--- config.mk ---
export PLATFORM = sky130hd
export DESIGN_NAME = keypad_scanner
export DESIGN_NICKNAME = d
export VERILOG_FILES = /design/src/rtl/keypad_pkg.sv /design/src/rtl/keypad_keymap.sv /design/src/rtl/keypad_scanner.sv
export SDC_FILE = /design/constraint.sdc
export NUM_CORES = 1
export LEC_CHECK = 0
export CAP_MARGIN = 5
export CORE_AREA = 8 8 91 93
export DETAILED_ROUTE_END_ITERATION = 8
export DIE_AREA = 0 0 99 101
export GPL_TIMING_DRIVEN = 0
export PLACE_DENSITY = 0.63
export SLEW_MARGIN = 20
export SYNTH_ARGS = -nofsm -noshare
export SYNTH_HDL_FRONTEND = slang
export SYNTH_SLANG_ARGS = --single-unit
--- constraint.sdc ---
create_clock -name clk -period 2.5 [get_ports clk]
set_input_delay 0.5 -clock clk [delete_from_list [all_inputs] [get_ports clk]]
set_output_delay 0.5 -clock clk [all_outputs]
set_load 0.005 [all_outputs]
--- src/rtl/keypad_pkg.sv ---
// rtl/keypad_pkg.sv - shared state type, key map and row constants for the keypad scanner
package keypad_pkg;

   typedef enum logic [1:0] {
      SCAN     = 2'd0,
      DEBOUNCE = 2'd1,
      HELD     = 2'd2,
      RELEASE  = 2'd3
   } state_t;

   // Row drive after reset: row 0 pulled low
   localparam logic [3:0] ROW_RESET = 4'b1110;

   // Entry index is row*4 + column; entry 0 sits in the least significant nibble.
   //   r0: 1 2 3 A   r1: 4 5 6 B   r2: 7 8 9 C   r3: E 0 F D
   localparam logic [63:0] KEY_MAP = 64'hDF0E_C987_B654_A321;

   function automatic logic [3:0] key_lookup(input logic [1:0] r, input logic [1:0] c);
      return KEY_MAP[{r, c, 2'b00} +: 4];
   endfunction

endpackage

--- src/rtl/keypad_keymap.sv ---
// rtl/keypad_keymap.sv - (row index, column pattern) to hex code lookup; KEYPAD_MULTIKEY_REJECT_EN rejects multi-column patterns
module keypad_keymap
   import keypad_pkg::*;
(
   input  logic [1:0] row_idx,
   input  logic [3:0] cols,
   output logic [3:0] code,
   output logic       reject
);

   logic [1:0] col_idx;

   // lowest-index set column wins
   always_comb begin
      col_idx = 2'd0;
      if (cols[0])
         col_idx = 2'd0;
      else if (cols[1])
         col_idx = 2'd1;
      else if (cols[2])
         col_idx = 2'd2;
      else if (cols[3])
         col_idx = 2'd3;
   end

   assign code = key_lookup(row_idx, col_idx);

`ifdef KEYPAD_MULTIKEY_REJECT_EN
   // more than one column set looks like a bounce or a chord; refuse it
   assign reject = (cols & (cols - 4'd1)) != 4'd0;
`else
   assign reject = 1'b0;
`endif

endmodule

--- src/rtl/keypad_scanner.sv ---
// rtl/keypad_scanner.sv - 4x4 keypad row scanner with press/release debounce and one strobe per press
module keypad_scanner
   import keypad_pkg::*;
#(
   parameter int SCAN_DIV        = 4096,
   parameter int DEBOUNCE_CYCLES = 65536
) (
   input  logic       clk,
   input  logic       reset,
   input  logic [3:0] col_sync,
   output logic [3:0] row,
   output logic [3:0] key,
   output logic       key_valid,
   output logic       key_held
);

   localparam int DW = $clog2(SCAN_DIV);
   localparam int SW = $clog2(DEBOUNCE_CYCLES);
   localparam logic [DW-1:0] DWELL_LAST  = DW'(SCAN_DIV - 1);
   localparam logic [SW-1:0] STABLE_LAST = SW'(DEBOUNCE_CYCLES - 1);

   state_t        state;
   logic [1:0]    r;
   logic [DW-1:0] dwell;
   logic [SW-1:0] stable;
   logic [3:0]    capture;
   logic [3:0]    code;
   logic          reject;

   keypad_keymap u_keymap (
      .row_idx (r),
      .cols    (capture),
      .code    (code),
      .reject  (reject)
   );

   // row drive follows the row index one cycle later
   always_ff @(posedge clk or negedge reset) begin
      if (!reset)
         row <= ROW_RESET;
      else
         row <= ~(4'b0001 << r);
   end

   // scan, debounce the press, hold, debounce the release
   always_ff @(posedge clk or negedge reset) begin
      if (!reset) begin
         state     <= SCAN;
         r         <= 2'd0;
         dwell     <= '0;
         stable    <= '0;
         capture   <= 4'h0;
         key       <= 4'h0;
         key_valid <= 1'b0;
         key_held  <= 1'b0;
      end else begin
         key_valid <= 1'b0;
         case (state)
            SCAN: begin
               if (dwell == DWELL_LAST) begin
                  dwell <= '0;
                  if (col_sync == 4'h0) begin
                     r <= r + 2'd1;
                  end else begin
                     capture <= col_sync;
                     stable  <= '0;
                     state   <= DEBOUNCE;
                  end
               end else begin
                  dwell <= dwell + DW'(1);
               end
            end
            DEBOUNCE: begin
               if (col_sync != capture || reject) begin
                  state <= SCAN;
                  r     <= r + 2'd1;
               end else if (stable == STABLE_LAST) begin
                  state     <= HELD;
                  key       <= code;
                  key_valid <= 1'b1;
                  key_held  <= 1'b1;
               end else begin
                  stable <= stable + SW'(1);
               end
            end
            HELD: begin
               // other keys on the locked row are ignored; only the captured columns count
               if ((col_sync & capture) == 4'h0) begin
                  state  <= RELEASE;
                  stable <= '0;
               end
            end
            RELEASE: begin
               if (col_sync != 4'h0) begin
                  state <= HELD;
               end else if (stable == STABLE_LAST) begin
                  state    <= SCAN;
                  r        <= r + 2'd1;
                  key_held <= 1'b0;
               end else begin
                  stable <= stable + SW'(1);
               end
            end
            default: state <= SCAN;
         endcase
      end
   end

endmodule

Word-level counts from Yosys, hierarchy flattened
Cells that the tools add are included.
W data, S select, Z words.
{"block": "totals", "regBits": 46, "inputBits": 6, "output_inout_bits": 10, "wordCells": 81}
{"block": "op_classes", "addsub": 3, "n_eq_ne": 17, "shift": 2, "n_mux": 34, "n_bitwise": 4, "n_reduce_logical": 12}
{"op": "$mux W16", "n": 6}
{"op": "$pmux W16 S4", "n": 1}
{"op": "$shiftx A64 B7 Y4 const A", "n": 1}
{"op": "$mux W2", "n": 16}
{"op": "$ne A2 B2 Y1 const B", "n": 9}
{"op": "$add A16 B1 Y16 const B", "n": 1}
{"op": "$eq A16 B16 Y1 const B", "n": 1}
{"op": "$reduce_and A5 Y1", "n": 3}
{"op": "$add A12 B1 Y12 const B", "n": 1}
{"op": "$eq A12 B12 Y1 const B", "n": 1}
{"op": "$mux W12", "n": 1}
{"op": "$logic_not A4 Y1", "n": 2}
{"op": "$pmux W2 S4", "n": 1}
{"op": "$mux W1", "n": 7}
{"op": "$ne A3 B3 Y1 const B", "n": 2}
{"op": "$pmux W2 S3", "n": 1}
{"op": "$reduce_and A3 Y1", "n": 2}
{"op": "$reduce_and A6 Y1", "n": 1}
{"op": "$and A4 B4 Y4", "n": 1}
{"op": "$eq A2 B2 Y1 const B", "n": 2}
{"op": "$ne A4 B4 Y1", "n": 1}
{"op": "$not A4 Y4", "n": 1}
{"op": "$reduce_bool A4 Y1", "n": 1}
{"op": "$shl A1 B2 Y4 const A", "n": 1}
{"op": "other kinds (7)", "n": 8}

Logic depth before layout (Yosys ltp)
{"block": "logic_depth", "word_depth": 5, "mapped_depth": 9, "ltp_nobuf": 9}

Hierarchy
A second synthesis with hierarchy kept.
{"block": "hier_totals", "cells_unflattened": 266, "hier_area_um2": 2683.8}
{"module": "keypad_scanner", "n_inst": 1, "cells_each": 236, "area_each_um2": 2457.4, "seq_area_each_um2": 1154.9}
{"module": "keypad_keymap", "n_inst": 1, "cells_each": 30, "area_each_um2": 226.5, "seq_area_each_um2": 0.0}

Worst setup path after synthesis
Ideal clock, no wire load.
{"block": "synth_path", "path_type": "input-to-reg", "start": "in col_sync[0]", "end": "reg stable[1]", "setup_ps": 125, "arrival_ps": 2157, "required_ps": 2375, "path_slack_ps": 218, "cell_stages": 6, "path_buffers": 0, "cell_sequence": "ha_1 -> or4_4 -> a221oi_4 -> nand2_2 -> a21o_4 -> mux2_4"}
{"block": "synth_between", "elab_chain_len": 4, "word_cells_on_any_way": 10, "classes_between": "5 x eq/ne; 1 x bitwise; 4 x reduce/logical"}
{"item": "from (decl)", "line_no": "keypad_scanner.sv:10", "source": "input logic [3:0] col_sync,"}
{"item": "$and A4 B4 Y4", "line_no": "keypad_scanner.sv:88", "source": "if ((col_sync & capture) == 4'h0) begin"}
{"item": "$logic_not A4 Y1", "line_no": "keypad_scanner.sv:88"}
{"item": "$ne A2 B2 Y1 (no source line)"}
{"item": "$reduce_and A5 Y1 (no source line) *"}
{"item": "to (signal assigned)", "line_no": "keypad_scanner.sv:83", "source": "stable <= stable + SW'(1);"}
{"item": "to (signal assigned)", "line_no": "keypad_scanner.sv:101", "source": "stable <= stable + SW'(1);"}
{"item": "to (decl)", "line_no": "keypad_scanner.sv:25", "source": "logic [SW-1:0] stable;"}
Every way passes the cells marked *; elsewhere a longest branch is shown, timed or not.
A chain may end at the register's enable or synchronous reset.

Worst setup path after layout
Ends and elaborated chain as after synthesis.

==> run summary <==
Slew HR: 52.3%
largest net degree at the start of global routing: 30
CTS tree: built
CP Max Fanout: 6
fillers: 672
GR Util All Layers: 12.3%
final hold vios: 0
async set-reset flop share out of synthesis: 100%
number of clock sinks: 46
Residual DRC: 0
syn nets: 294
layout cell share with drive strength beyond 1: 13.1%
skew final: 7.82 ps
die footprint: 10000 sq um
Reg area: 1150 sq um
Synth Instances: 269
Synth Cell Area: 2690 sq um
CTS clk-pin slew, worst paths: 90 ps
total wire length: 5650 um
Worst path slowest cell: or4_4
dpl cells: 367
syn_area_per_cell: 10.0 sq um
worst path required time: 2680 ps
status: completed
Die Width: 99 um
max_cap viols: 0
HP Class: in2async
# nets final: 321
CP arrival: 2580 ps
register area share after synthesis: 43.0%
WL/cell: 14.9 um
core area: 6940 sq um
Worst IR Drop VDD: 0.473 mV
minimum clock period: 2400 ps
initial core utilization: 38.7%
max frequency: 416 MHz
max-slew violation total from the final report: 0
CTS Hold Bufs: 0
EDFF count, synth: 0
Post-Layout Cell Count: 379
Via Count: 2085
Ports: 16
yosys warns: 0
HPWL Detailed: 4080 um
worst skew pair latency: 290 ps
Slew @ Worst Pin: 709 ps
Die H: 101 um
CP Class: in2reg
Pre-Repair DR Iteration Count: 4
Final Cycle Share: 96.1%
number of global-route vias before repair: 2051
Syn-to-layout area delta: 16.4%
crit end category: register
Overflow after GRT: 0
setup TNS: 0 ps
Crit path largest cell delay: 560 ps
library cells used by synthesis: 54
port bufs: 15
CP bufs+invs: 1
CTS H-tree depth: 2
site row count: 31
CTS Buf Count: 5
Placer Congestion: 0.817
CP Cell Sequence: dlygate4sd2_1 > ha_1 > or4_4 > a221oi_4 > nand2_2 > a21o_4 > mux2_4
deepest clock path buffer count: 2
initial antenna violation count: 0
vias per std cell: 5.50
largest delay contributor family on the critical path: simple AND/OR/NAND/NOR gates
CTS Root Cell: clkbuf_8
Antenna Cells: 0
Pwr Total: 0.00274 W
RSZ-0062 raised after global routing: false
global-route wire length before repair: 10100 um
Antenna Nets Post-Route: 0
Lkg Pwr: 1.35 nW
final setup fails: 0
area of the multi-input gates: 1480 sq um
number of synthesized register bits: 46
Worst setup SP type: primary input
top_reg_cell synth: dfrtp_1
power density over the cells: 875 nW/um^2
DRT iter0 DRCs: 106
layout make-up:
cell class / count / share of cell area (%)
Multi-Input combinational cell: 202 / 47.2
Sequential cell: 46 / 36.9
Timing Repair Buffer: 21 / 6.32
Tap cell: 82 / 3.28
Clock buffer: 6 / 2.32
Inverter: 15 / 1.80
Clock inverter: 2 / 1.20
Buffer: 5 / 0.960
per-layer routing:
metal,track usage [%],part of all wire [%],up-vias
li1,-,-,1049
met2,20.5,47,35
met5,0,0,-
met3,2.83,3.7,4
met1,15.6,49,997
met4,2.83,0.57,0
worst paths after layout:
path,start,end,slack (ps),cells after the start
worst max-delay path,col_sync[0],stable[1]$_DFFE_PN0P_,100,7
worst min-delay path,reset,stable[8]$_DFFE_PN0P_,150,1
worst max register to register,stable[0]$_DFFE_PN0P_,r[1]$_DFFE_PN0P_,190,6
worst min register to register,key[1]$_DFFE_PN0P_,key[1]$_DFFE_PN0P_,480,2
max in group asynchronous,reset,row[2]$_DFF_PN1_,1780,2
min in group clk,key[1]$_DFFE_PN0P_,key[1]$_DFFE_PN0P_,480,2
cells in the mapped netlist (2+ instances only):
master	n	area share [%]
nand4_1	14	3.3
nand2b_1	2	0.47
mux2i_1	4	1.5
inv_1	15	2.1
nor2b_1	5	1.2
mux2_2	5	2.1
a21oi_1	9	1.7
xnor2_1	7	2.3
nor2_1	18	2.5
a41oi_1	3	0.98
nand2_1	24	3.4
dfrtp_1	43	40
nor4_1	2	0.47
and3_1	6	1.4
or3_1	3	0.70
ha_1	19	8.8
a21o_1	2	0.56
a31oi_1	15	3.5
dfstp_2	3	2.9
xor2_1	3	0.98
nand3_1	5	0.93
nor3_1	5	0.93
and2_1	2	0.47
clkbuf_1	4	0.56
o21ai_0	12	2.2
o21a_1	6	1.7
a22o_1	4	1.3
or4_1	3	0.84
power breakdown:
part / total, W / switching (W) / internal, W
combinational: 0.00109 / 0.000594 / 0.000492
clock: 0.000549 / 0.000251 / 0.000298
sequential: 0.00110 / 0.000181 / 0.000921
sequential cells by signal (all words and copies together), names as in the netlist:
name / flops
capture: 4
dwell: 12
key: 4
key_held: 1
key_valid: 1
r: 2
row: 4
stable: 16
state: 2
through the flow:
stage               utilization (%)  instance area, sq um  worst slack, ps  hold slack, ps
CTS                            44.7                  3100             62.2             170
detailed placement             42.6                  2960             -709             469
global placement               42.4                  2940             -715             463
floorplan                         -                  2690              218             204
finish                         45.1                  3130             98.6             149
global route                   45.1                  3130             15.8             186
cells in the final DEF, fill, tap and decap left out, drive strengths merged, types with 5 or more instances in the layout:
cell type / count
and3: 6
buf: 9
clkbuf: 9
nor2: 18
inv: 15
nor3: 5
xnor2: 7
dfrtp: 43
clkdlybuf4s50: 10
nand2: 25
ha: 19
nand3: 5
mux2: 7
a21oi: 9
nand4: 14
o21ai: 12
nor2b: 5
a31oi: 15
o21a: 6
logic make-up after synthesis:
family          Yosys count  synth area share [%]
compound gates           65                  17.5
xor+xnor                 10                  3.26
fa+ha+maj                19                  8.84
buf+inv                  21                  3.12
flops                    46                  43.0
mux                      12                  5.40
simple gates             96                  19.0
timing repair:
action,4_1_cts,5_1_grt
gates resized for setup,11,1
hold endpoints to repair,0,0
pin swaps,2,1
setup buffers,2,3
endpoints found under the setup margin,20,12
No activity file was read; power rests on OpenSTA's default activity.
==> RTL edit 1 (config.mk and constraints unchanged) <==
Put one more register stage on the output `row`. The value now appears one clock later. The other outputs are not delayed to match. Comments in the files are not updated.
--- a/src/rtl/keypad_scanner.sv
+++ b/src/rtl/keypad_scanner.sv
@@ -21,2 +21,4 @@
 
+   logic [3:0] row_s0;
+
    state_t        state;
@@ -39,5 +41,5 @@
       if (!reset)
-         row <= ROW_RESET;
+         row_s0 <= ROW_RESET;
       else
-         row <= ~(4'b0001 << r);
+         row_s0 <= ~(4'b0001 << r);
    end
@@ -108,2 +110,6 @@
 
+   always_ff @(posedge clk) begin
+      row <= row_s0;
+   end
+
 endmodule
Function: no difference found for any inputs over 10 cycles, from zero or initial values and one cycle with reset low; that may be too few to reach the edited logic, so the function may still have changed.
==> RTL edit 1 against the original RTL <==
Synthesized area up 1.6%. Final area rose by 1.9%. Global-route usage decreased by 0.24 points. Highest routed layer unchanged. Sequential cell count rose by 4. Wire length rose by 0.67%. Setup slack worse by 0.015 ns. Critical path depth unchanged.
Power is not compared: it rests on default switching activity, and its combinational part moved more than twofold at a synthesized area within 25%.
==> RTL edit 1: results (changes against the original RTL) <==
.. list-table::
   :header-rows: 1

   * - Metric
     - Value
   * - Synth Area in Compound Gates
     - 16.22% (-1.2 points)
   * - Post-synthesis cell count
     - 279 (+3.7%)
   * - Seq. cell area
     - 1235 um^2 (+6.9%)
   * - Crit-path max cell delay
     - 0.53 ns (-0.03 ns)
   * - GRT Overall Usage
     - 12.02% (-0.24 points)
   * - Slack of the worst reg-to-reg path
     - 0.12 ns (-0.07 ns)
   * - Cell with the biggest individual delay on the critical path
     - or4b_4
   * - Routed length per placed instance
     - 14.59 um (-2.2%)
   * - Arrival time at the worst endpoint
     - 2.65 ns (+0.07 ns)
   * - Final period demand of the worst path
     - 2.416 ns (+0.01497 ns)
   * - Met1 Track Usage GR
     - 14.55% (-1.1 points)
   * - Largest net degree at the start of global routing
     - 27 (-10%)
   * - Placed Instances
     - 377 (+2.7%)
   * - Fill cells
     - 668 (-0.60%)
   * - Detailed Place HPWL
     - 4.080 mm (about the same)
   * - Routed wl met3
     - 224 um (+6.7%)
   * - Leading cell types by total area after synthesis
     - dfrtp_1, ha_1, o21ai_0, nand2_1, o22a_1
   * - Met1 wire length
     - 2.621 mm (-4.6%)
   * - Number of global-route vias before repair
     - 2088 (+1.8%)
   * - Met2 routing resource usage after global routing
     - 20.11% (-0.36 points)
   * - Result of the run
     - complete, no violations
   * - Clock insertion delay at the later pin of the skew report
     - 0.31 ns (+0.02 ns)
   * - Slew at the pin closest to its max-slew limit
     - 0.7970 ns (+0.08811 ns)
   * - Final routed wirelength across all metal layers
     - 5.689 mm (+0.67%)
   * - Distinct cell type count after synthesis
     - 47 (-13%)
RTL edit 1: changes by cell type in the layout (fill, tap and decap cells not counted), moves of 5 or more:
cell | before | now
clkbuf_1 | 3 | 8
nor3_1 | 5 | 10
a31oi_1 | 15 | 2
nand4_1 | 14 | 6
nand2_1 | 23 | 30
o22a_1 | 0 | 10
o21ai_0 | 12 | 24
nand3_1 | 5 | 13
RTL edit 1: repair_timing:
item | CTS | global route
gates resized for setup | 6 | 9
setup buffers | 2 | 4
setup endpoints to repair | 18 | 14
pin swaps | 6 | 1
hold buffers | 0 | 0
RTL edit 1: final cells by class:
type	instances	share of cell area (%)
multi-input cells	203	45.74
clock inverters	2	0.4315
flip-flops and latches	50	38.72
plain buffers	9	1.295
clock buffers	6	2.275
inverters	16	1.883
well taps	82	3.217
repair buffers	22	6.434
RTL edit 1: logic make-up after synthesis:
| group | count (synthesis) |
|---|---|
| buffers and inverters | 26 |
| flip-flops | 50 |
| AND/OR/NAND/NOR | 106 |
| AO/OA/AOI/OAI | 64 |
| multiplexers | 6 |
| adder cells (fa/ha/maj) | 19 |
| XOR/XNOR | 8 |
RTL edit 1: worst paths after layout:
kind,from,end,cells after the start
max,col_sync[0],stable[14],7
min,reset,stable[7],1
max reg2reg,capture[3],stable[14],6
min reg2reg,row_s0[0],row[0],0
max in group asynchronous,reset,dwell[0],2
min in group clk,row_s0[0],row[0],0
RTL edit 1: power by group:
part / internal, W / switching [W] / total [W]
logic: 0.0000118 / 0.0000243 / 0.0000361
registers: 0.000807 / 0 / 0.000807
clock network: 0.000200 / 0.000271 / 0.000471
total: 0.00102 / 0.000295 / 0.00131
==> RTL edit 2 (same flow settings) <==
Made on the original files. The parameter `DEBOUNCE_CYCLES` goes from 65536 to 32768.
--- a/src/rtl/keypad_scanner.sv
+++ b/src/rtl/keypad_scanner.sv
@@ -5,3 +5,3 @@
    parameter int SCAN_DIV        = 4096,
-   parameter int DEBOUNCE_CYCLES = 65536
+   parameter int DEBOUNCE_CYCLES = 32768
 ) (
Formal check against the unedited RTL: no difference found for any inputs over 10 cycles, from zero or initial values and one cycle with reset low; that may be too few to reach the edited logic, so the function may still have changed.
==> RTL edit 2 against the original RTL <==
Sequential share of layout area is 0.75 points higher. Non-clock buffer count is 3 lower. Maximum frequency is 1.2% lower. Count of clock-buffer cells in the layout is 1 higher. Final area is 4.1% lower. Setup slack worse by 0.029 ns. Final cell count is 4.0% lower. Total power is 5.0% lower. Via count is 5.8% lower. Wire length is 10% lower. Sequential cell count is 1 lower. Synthesized cell count is 4.5% lower. Synthesized area is 4.3% lower.
==> RTL edit 2: results (changes against the original RTL) <==
.. list-table::
   :header-rows: 1

   * - Metric
     - Value
   * - Largest net degree at the start of global routing
     - 25 (-17%)
   * - Number of H-tree levels
     - 2 (unchanged)
   * - Count of synthesis-stage warnings from yosys
     - 0 (unchanged)
   * - Static leakage
     - 1.371 nW (+1.7%)
   * - Root buffer cell
     - clkbuf_8
   * - Cts bufs inserted
     - 5 (unchanged)
   * - Distinct cell type count after synthesis
     - 50 (-7.4%)
   * - Number of cells traversed by the worst register-to-register path
     - 6 (unchanged)
   * - Number of vias in the routed layout
     - 1964 (-5.8%)
   * - Tightest Hold Check Type
     - input pin to asynchronous set/reset pin
   * - Count of endpoints failing setup in the final report
     - 0 (unchanged)
   * - Detailed Place HPWL
     - 3.731 mm (-8.6%)
   * - Buffer levels on the longest clock path
     - 2 (unchanged)
   * - Total iterations of the first detailed-routing run
     - 4 (unchanged)
   * - CP max FO
     - 5 (-1)
   * - Routability congestion estimate from global placement
     - 0.8221 (+0.67%)
   * - Layout cells sized above 1
     - 13.48% (+0.34 points)
   * - Worst IR Drop VDD
     - 0.4427 mV (-6.4%)
   * - Leading cell types by total area after synthesis
     - dfrtp_1, ha_1, dfstp_2, nor2_1, nand2_1
   * - Sequential fraction of the synthesis area
     - 43.90% (+0.95 points)
   * - Clock-pin slew of the registers on the worst-case setup and hold paths
     - 0.08 ns
   * - Number of antenna violations at the first check in global routing
     - 0 (unchanged)
   * - Ranking of synthesized cells by instance count
     - dfrtp_1, nor2_1, ha_1, nand2_1, inv_1
   * - Reg-to-reg startpoint
     - state[0]
   * - Proportion of synthesized flip-flops having asynchronous set or reset
     - 100.0% (unchanged)
   * - Registers with the most flip-flops
     - stable: 15 flops, dwell: 12 flops
   * - Input/output buffers
     - 15 (unchanged)
   * - Clock insertion delay at the later pin of the skew report
     - 0.29 ns (about the same)
   * - Source of the critical timing path
     - col_sync[0]
   * - Number of nets in the synthesized netlist
     - 282 (-4.1%)
   * - Result of the run
     - complete, no violations
   * - Residual DRC count
     - 0 (unchanged)
   * - Slew at the pin closest to its max-slew limit
     - 0.6367 ns (-0.07214 ns)
   * - DRC marker count from the first detailed-route iteration
     - 104 (-1.9%)
   * - Most common flop cell mapped by yosys
     - dfrtp_1
   * - First-pass GRT wire length
     - 8.949 mm (-11%)
   * - Final routed wirelength across all metal layers
     - 5.087 mm (-10%)
   * - Clock skew
     - 0.003340 ns (-0.004483 ns)
   * - N_diodes
     - 0 (unchanged)
   * - Final net count
     - 306 (-4.7%)
   * - GRT Overall Usage
     - 10.77% (-1.5 points)
==> RTL edit 2: layout make-up <==
| class | count | area (um^2) |
|---|---|---|
| well taps | 82 | 102.6 |
| flip-flops and latches | 45 | 1130 |
| inverters | 17 | 63.81 |
| clock buffers | 7 | 86.33 |
| plain buffers | 6 | 31.28 |
| clock inverters | 1 | 30.03 |
| repair buffers | 17 | 178.9 |
| multi-input cells | 189 | 1378 |
| fillers | 672 | 3943 |
==> RTL edit 2: routing by layer <==
layer / vias up / global-route usage [%] / part of all wire (%)
met5: - / 0 / 0
met4: 0 / 4.841 / 1.8
met3: 7 / 2.072 / 3.6
met2: 41 / 17.98 / 47
met1: 939 / 13.14 / 48
li1: 977 / - / -
==> RTL edit 2: critical path, cell delays in order <==
cell and delay, ns:
dlygate4sd2_1 0.27, ha_1 0.21, or4_4 0.53, a22oi_2 0.26, nand2_2 0.11, or3_4 0.38, a221o_1 0.36
==> RTL edit 2: path summary, 6_finish.rpt <==
check | to | slack [ns]
min | key[3] | 0.17
min in group clk | key[0] | 0.49
max reg2reg | capture[3] | 0.13
max | stable[9] | 0.07
max in group asynchronous | dwell[9] | 1.83
min reg2reg | key[0] | 0.49
==> RTL edit 2: where the power goes <==
part | leakage, nW | internal [W] | switching [W]
clock | 0.0585 | 0.000326 | 0.000235
combinational | 0.718 | 0.000434 | 0.000582
sequential | 0.594 | 0.000889 | 0.000135
total | 1.37 | 0.00165 | 0.000952
==> RTL edit 2: logic make-up after synthesis <==
family                   share of synthesized area, %
buffers and inverters                           3.549
AO/OA/AOI/OAI                                   15.26
multiplexers                                    5.056
AND/OR/NAND/NOR                                 19.59
flip-flops                                      43.90
XOR/XNOR                                        3.403
adder cells (fa/ha/maj)                         9.237
==> RTL edit 2: metrics by stage <==
step / hold WS (ns) / area (um^2) / util [%] / instances / worst slack (ns)
finish: 0.1741 / 3000 / 43.21 / 364 / 0.06993
global route: 0.1971 / 3000 / 43.21 / 364 / 0.007693
CTS: 0.1850 / 2990 / 43.07 / 363 / 0.03216
detailed placement: 0.4714 / 2849 / 41.03 / 355 / -0.7208
global placement: 0.4656 / 2826 / 40.71 / 354 / -0.6789
floorplan: 0.2044 / 2574 / - / 257 / 0.1224
==> RTL edit 2: repair_timing <==
item                                    in CTS  in global routing
resized for setup                            8                  1
endpoints found under the setup margin      18                 11
pin swaps                                    3                  2
buffers inserted                             0                  1
